==> src/rtl/load_store_unit.sv <==
// Load/store unit between execute and a word-wide memory port.
// Sub-word stores become read-modify-write; loads are sign/zero-extended.
module load_store_unit #(
    parameter int ADDRESS_WIDTH = 32,
    parameter int DATA_WIDTH    = 32
) (
    input  logic                     clk_i,
    input  logic                     rst_i,
    input  logic                     req_valid_i,
    output logic                     req_ready_o,
    input  logic                     req_write_i,
    input  logic [1:0]               req_size_i,
    input  logic                     req_unsigned_i,
    input  logic [ADDRESS_WIDTH-1:0] req_address_i,
    input  logic [DATA_WIDTH-1:0]    req_write_data_i,
    output logic                     resp_valid_o,
    output logic [DATA_WIDTH-1:0]    resp_read_data_o,
    output logic                     resp_error_o,
    output logic [ADDRESS_WIDTH-1:0] mem_address_o,
    output logic                     mem_write_enable_o,
    output logic [DATA_WIDTH-1:0]    mem_write_value_o,
    input  logic [DATA_WIDTH-1:0]    mem_read_value_i,
    output logic [1:0]               debug_state_o
);

    // Handshake: a request is taken on a rising edge where req_valid_i and
    // req_ready_o are both high; req_ready_o is high only in IDLE, and every
    // request field is sampled on that same edge.

    typedef enum logic [1:0] {
        IDLE  = 2'd0,
        READ  = 2'd1,
        WRITE = 2'd2,
        RESP  = 2'd3
    } state_t;

    state_t                   state;
    state_t                   next_state;
    logic                     write_q;
    logic [1:0]               size_q;
    logic                     unsigned_q;
    logic [ADDRESS_WIDTH-1:0] address_q;
    logic [DATA_WIDTH-1:0]    store_data_q;
    logic [DATA_WIDTH-1:0]    word_q;
    logic [DATA_WIDTH-1:0]    result_q;
    logic                     error_q;
    logic                     write_enable_q;
    logic [DATA_WIDTH-1:0]    load_value;
    logic [DATA_WIDTH-1:0]    merged_value;

    always_comb begin
        next_state = state;
        case (state)
            IDLE: begin
                if (req_valid_i) begin
                    if (req_size_i == 2'b11) begin
                        next_state = RESP;
                    end else if (!req_write_i) begin
                        next_state = READ;
                    end else if (req_size_i == 2'b10) begin
                        next_state = WRITE;
                    end else begin
                        next_state = READ;
                    end
                end
            end
            READ:    next_state = write_q ? WRITE : RESP;
            WRITE:   next_state = RESP;
            RESP:    next_state = IDLE;
            default: next_state = IDLE;
        endcase
    end

    // Extension for loads and lane merge for sub-word stores, both from the
    // word the memory returns for the latched address.
    always_comb begin
        load_value   = mem_read_value_i;
        merged_value = mem_read_value_i;
        case (size_q)
            2'b00: begin
                load_value   = unsigned_q
                    ? {{(DATA_WIDTH-8){1'b0}}, mem_read_value_i[7:0]}
                    : {{(DATA_WIDTH-8){mem_read_value_i[7]}}, mem_read_value_i[7:0]};
                merged_value = {mem_read_value_i[DATA_WIDTH-1:8], store_data_q[7:0]};
            end
            2'b01: begin
                load_value   = unsigned_q
                    ? {{(DATA_WIDTH-16){1'b0}}, mem_read_value_i[15:0]}
                    : {{(DATA_WIDTH-16){mem_read_value_i[15]}}, mem_read_value_i[15:0]};
                merged_value = {mem_read_value_i[DATA_WIDTH-1:16], store_data_q[15:0]};
            end
            default: begin
                load_value   = mem_read_value_i;
                merged_value = mem_read_value_i;
            end
        endcase
    end

    always_ff @(posedge clk_i or posedge rst_i) begin
        if (rst_i) begin
            state          <= IDLE;
            write_q        <= 1'b0;
            size_q         <= 2'b00;
            unsigned_q     <= 1'b0;
            address_q      <= '0;
            store_data_q   <= '0;
            word_q         <= '0;
            result_q       <= '0;
            error_q        <= 1'b0;
            write_enable_q <= 1'b0;
        end else begin
            state          <= next_state;
            // Registered strobe: the memory is edge-sensitive to it.
            write_enable_q <= (next_state == WRITE);
            case (state)
                IDLE: begin
                    if (req_valid_i) begin
                        write_q      <= req_write_i;
                        size_q       <= req_size_i;
                        unsigned_q   <= req_unsigned_i;
                        address_q    <= req_address_i;
                        store_data_q <= req_write_data_i;
                        word_q       <= req_write_data_i;
                        result_q     <= '0;
                        error_q      <= (req_size_i == 2'b11);
                    end
                end
                READ: begin
                    if (write_q) begin
                        word_q <= merged_value;
                    end else begin
                        result_q <= load_value;
                    end
                end
                RESP: begin
                    result_q <= '0;
                    error_q  <= 1'b0;
                end
                default: begin
                end
            endcase
        end
    end

    assign req_ready_o        = (state == IDLE);
    assign resp_valid_o       = (state == RESP);
    assign resp_read_data_o   = (state == RESP) ? result_q : '0;
    assign resp_error_o       = (state == RESP) ? error_q : 1'b0;
    assign mem_address_o      = ((state == READ) || (state == WRITE)) ? address_q : '0;
    assign mem_write_value_o  = (state == WRITE) ? word_q : '0;
    assign mem_write_enable_o = write_enable_q;
    assign debug_state_o      = state;

endmodule
==> config.mk <==
export PLATFORM = sky130hd
export DESIGN_NAME = load_store_unit
export DESIGN_NICKNAME = d
export VERILOG_FILES = /design/src/rtl/load_store_unit.sv
export SDC_FILE = /design/constraint.sdc
export NUM_CORES = 1
export LEC_CHECK = 0
export ABC_AREA = 1
export ABC_CLOCK_PERIOD_IN_PS = 4350
export CAP_MARGIN = 5
export CORE_MARGIN = 3
export CORE_UTILIZATION = 48
export CTS_BUF_LIST = sky130_fd_sc_hd__clkbuf_4
export DETAILED_ROUTE_END_ITERATION = 16
export GPL_TIMING_DRIVEN = 0
export HOLD_SLACK_MARGIN = 0.03
export PLACE_DENSITY = 0.84
export SETUP_SLACK_MARGIN = 0.4
export SLEW_MARGIN = 15
export SYNTH_ARGS = -nofsm -noshare
export SYNTH_HDL_FRONTEND = slang
export SYNTH_SLANG_ARGS = --single-unit
==> constraint.sdc <==
create_clock -name clk_i -period 4.35 [get_ports clk_i]
set_input_delay 0.87 -clock clk_i [delete_from_list [all_inputs] [get_ports clk_i]]
set_output_delay 0.87 -clock clk_i [all_outputs]
set_load 0.005 [all_outputs]
# Yosys cells after proc, flatten, opt, wreduce, memory -nomap -nowiden
# Index checks and enable logic that the tools add are counted.
[classes] n_eq_ne=10 mux=22 reduce_logical=10
[ops] op="two-way mux 32 bit" n=9
[ops] op="one-hot mux 32 bit (2 select lines)" n=2
[ops] op="one-hot mux 32 bit (3 select lines)" n=1
[ops] op="one-hot mux 16 bit (2 select lines)" n=1
[ops] op="== test 2 bit, second input constant" n=5
[ops] op="two-way mux 2 bit" n=4
[ops] op="one-hot mux 2 bit (4 select lines)" n=1
[ops] op="inequality test 2 bit, second input constant" n=3
[ops] op="AND reduction 3 bit" n=2
[ops] op="== test 2 x 1 -> 1 bit, second input constant" n=2
[ops] op="zero test 2 bit" n=2
[ops] op="AND reduction 2 bit" n=2
[ops] op="nonzero test 2 bit" n=2
[ops] op="two-way mux 1 bit" n=3
[ops] op="nonzero test 3 bit" n=1
[ops] op="one-hot mux 1 bit (2 select lines)" n=1
[ops] op="logical OR 1 bit" n=1
[totals] regBits=120 input_bits=103 output_inout_bits=102 wordCells=52

# Longest topological paths before layout
[logic_depth] ltp_word=7 depth_mapped=10 depth_no_buf=8

# Worst setup path before layout
# OpenSTA, ideal clock, no wires.
[synth_timing] path_type="reg-to-output" startpoint="register state[0], in the netlist debug_state_o[0]" endpoint="output mem_address_o[30]" t_arrival_ns=1.289 required_time_ns=3.480 path_slack_ns=2.191 stages_incl_launch_ff=7 path_buffers=2 cell_sequence="dfrtp_1 -> inv_1 -> ha_1 -> buf_2 -> clkbuf_1 -> nand2_1 -> inv_1"
[synth_between] elab_chain_cells=3 word_cells_on_any_way=4 cone_classes="eq/ne: 2; mux: 1; reduce/logical: 1"
[synth_lines] element="from (decl)" line="37" text="state_t state;"
[synth_lines] element="from (signal assigned)" line="112" text="state <= next_state;"
[synth_lines] element="== test 2 x 1 -> 1 bit or == test 2 bit (tied branches)" line="149" text="assign mem_address_o = ((state == READ) || (state == WRITE)) ? address_q : '0;"
[synth_lines] element="logical OR 1 bit (*)" line="149"
[synth_lines] element="two-way mux 32 bit (*)" line="149"
[synth_lines] element="to (decl)" line="19" text="output logic [ADDRESS_WIDTH-1:0] mem_address_o,"
# Mark *: on every way between the ends. The rest lies on a longest branch, timed or not.

# Final worst setup path
[layout_timing] startpoint="register state[0], in the netlist debug_state_o[0]" endpoint="output mem_write_value_o[15]"
[layout_between] elab_chain_cells=2
[layout_lines] element="== test 2 bit" line="150" text="assign mem_write_value_o = (state == WRITE) ? word_q : '0;"
[layout_lines] element="two-way mux 32 bit" line="150"
[layout_lines] element="to (decl)" line="21" text="output logic [DATA_WIDTH-1:0] mem_write_value_o,"
# No other way between the ends.

==> key figures <==
Global routing
  – Number of global-route vias before repair: just over 6000
  – GRT Total Usage: roughly a quarter
  – GR Overflow Total: 0
  – Pin count of the biggest net entering global routing: 35
  – Global-route wire length before repair: 29300 um
  – Initial antenna violation count: 1

Clocking
  – Clock latency at the later pin of the worst-skew pair: roughly 0.55 ns
  – CTS buffer count: 17
  – Cts hold-fix bufs: 0
  – CTS root buf: clkbuf_4
  – Maximum clock path buffer count: 2
  – # H-tree levels: 4
  – Clock Sinks: 120
  – Total setup buffers inserted after CTS: 0
  – Clock transition at path regs: 0.11 ns
  – CTS tree: done
  – Cts repair resizes: 0

Logic synthesis
  – Yosys top cell by area: dfrtp_1
  – Synth top area cells: dfrtp_1, nand2_1, inv_1
  – Async set or reset register ratio after synthesis: between 90% and 100%
  – Ys Warns: 0
  – Commonest cells in the netlist: nand2_1, inv_1, dfrtp_1, o21ai_0, or2_2
  – Count leader, synth: nand2_1
  – Post-synth top area share: 48.0%
  – Yosys reg bits: 120
  – Post-synth EDFFs: 0
  – Cell variety after synth: 24
  – Synthesized area per cell: between 7 and 8 um^2
  – Syn Nets: 990
  – Mapped Cells: 883
  – Sequential share of the synthesized area: about half
  – Cell area after synthesis: approximately 0.0062 mm^2
  – Post-synth top flop: dfrtp_1

Drt
  – Via density: a little under 5
  – Total Routed Length: approximately 18000 um
  – Drt initial violations: around 630
  – DRT antenna net count: 0
  – DRC errors left: 0
  – Via count: ~6200
  – Drt pass-1 iters: 7
  – Avg WL per Cell: around 14 um

STA
  – Fmax: between 0.2 and 0.3 GHz
  – Max-slew violations: 0
  – Final worst-path setup slack: about 0.67 ns
  – Tcrit/Tclk final: a little over four fifths
  – Final hold vios: 0
  – Fin Clk Skew: about 0.014 ns
  – Setup TNS Final: 0 ns
  – RSZ-0062 raised after global routing: false
  – Slew HR: 63.5%
  – Tmin final: between 3 and 4 ns
  – Setup Viol. Count Final: 0
  – Least-Margin Pin Slew: between 0.5 and 0.6 ns

Floorplanning
  – Die height: ~120 um
  – Initial Util: between 40 and 50%
  – # rows: 41
  – Die area: between 0.01 and 0.015 mm^2
  – Chip Width: about 120 um
  – Core area: 0.0127 mm^2
  – Top Ports: around 210

Power
  – VDD IR max: between 0.3 and 0.4 mV
  – Cell leakage power: 0.00492 uW
  – Pwr Density: approximately 700 mW/mm^2

Layout
  – Share of layout cells above drive strength 1: a little under a tenth
  – Final nets: 1217
  – Fillers: 1061
  – Non-Filler Instances: approximately 1300
  – FF/Latch Area: roughly 0.003 mm^2
  – Area taken by multi-input logic gates: between 0.002 and 0.0025 mm^2
  – Area Overhead vs Synth: 42.9%

Min path
  – HP Class: reg2reg
  – Worst Hold Launch: result_q[4]$_DFFE_PP0P_

Placed design
  – DP HPWL: 13800 um
  – Routability congestion estimate from global placement: approximately 0.9
  – Number of buffers added on ports: 204
  – Pre-CTS worst setup slack: between 1 and 1.5 ns
  – Placed insts: between 1000 and 1500

Run
  – Max Cap Viol: 0

Setup path
  – Crit path DAT: 2.81 ns
  – Critical path fanouts, max: 10
  – CP endpoint kind: output port
  – Setup crit start: debug_state_o[0]$_DFF_PP0_
  – Crit path cell chain: inv_1 > ha_1 > clkbuf_1 > clkbuf_1 > nand2_1 > inv_1 > clkdlybuf4s50_1
  – Slowest stage cell on the critical path: clkdlybuf4s50_1
  – Reg2reg start: debug_state_o[0]$_DFF_PP0_
  – Worst Setup Path Type: reg2out
  – Largest stage delay on the critical path: 0.49 ns
  – Crit path launch type: flop
  – Worst Path Required: 3.48 ns
  – R2R Setup Slk: between 2 and 2.5 ns

Outcome
  – Outcome: complete, no violations
## cell families after synthesis
group	synth area share, %
and+or+nand+nor	30.3
buffers and inverters	12.1
AOI/OAI and AO/OA	8.79
DFF	48.0
adders and majority gates	0.801
## worst max-delay path, delay by kind of cell (launching register included)
family	cells	cell delay, ns
flops	1	0.44
simple gates	1	0.17
buf+inv	5	1.50
fa+ha+maj	1	0.15
## final timing paths
path                                             end  cells after the start
max                            mem_write_value_o[15]                      7
min                          result_q[4]$_DFFE_PP0P_                      2
max reg2reg                 result_q[19]$_DFFE_PP0P_                      8
min reg2reg                  result_q[4]$_DFFE_PP0P_                      2
max in group asynchronous  address_q[17]$_DFFE_PP0P_                      4
min in group asynchronous  address_q[19]$_DFFE_PP0P_                      2
## state kept, by name, indices dropped and copies added, names as in the netlist, 2 cells and up
name,flops
result_q,32
debug_state_o,2
word_q,32
store_data_q,16
address_q,32
size_q,2
## stage by stage
stage | power [uW] | utilization (%) | instance area (um^2) | hold WS (ns)
after CTS | 6100 | 70.5 | 8930 | 0.485
after global routing | 6590 | 70.5 | 8930 | 0.505
final | 6070 | 70.5 | 8930 | 0.480
after global placement | 5070 | 67.2 | 8510 | 0.456
after detailed placement | 5170 | 67.9 | 8600 | 0.459
after floorplan | 3730 | - | 6250 | 0.442
## where the power goes
part	switching (uW)	internal (uW)	total, uW	leakage, uW
logic	1780	1430	3210	0.00323
registers	301	1650	1950	0.00152
clock network	455	457	912	0.000162
## final cells by class
type,instances,share of cell area [%]
sequential,120,33.6
multi-input combinational,580,27.9
timing repair buffer,208,23.8
inverter,135,5.72
buffer,48,2.77
tap,172,2.41
clock inverter,15,2.27
clock buffer,17,1.43
antenna,1,0.0280
## per-layer routing
metal | up-vias | share of wire [%] | GRT usage [%]
li1 | 3089 | - | -
met1 | 2814 | 40 | 31.5
met4 | 0 | 4.0 | 12.8
met2 | 271 | 48 | 41.7
met5 | - | 0 | 0
met3 | 52 | 7.7 | 6.79
## cell usage in the layout, fill, tap and decap left out, drive strengths merged
master / instances
nand2: 387
clkdlybuf4s50: 204
inv: 135
dfrtp: 120
o21ai: 85
clkbuf: 40
or2: 32
nor2: 32
buf: 29
nand3: 20
a21oi: 16
clkinv: 6
clkinvlp: 5
ha: 4
bufinv: 4
o211ai: 2
diode: 1
o2111ai: 1
o31ai: 1
(Power assumes the default switching activity.)
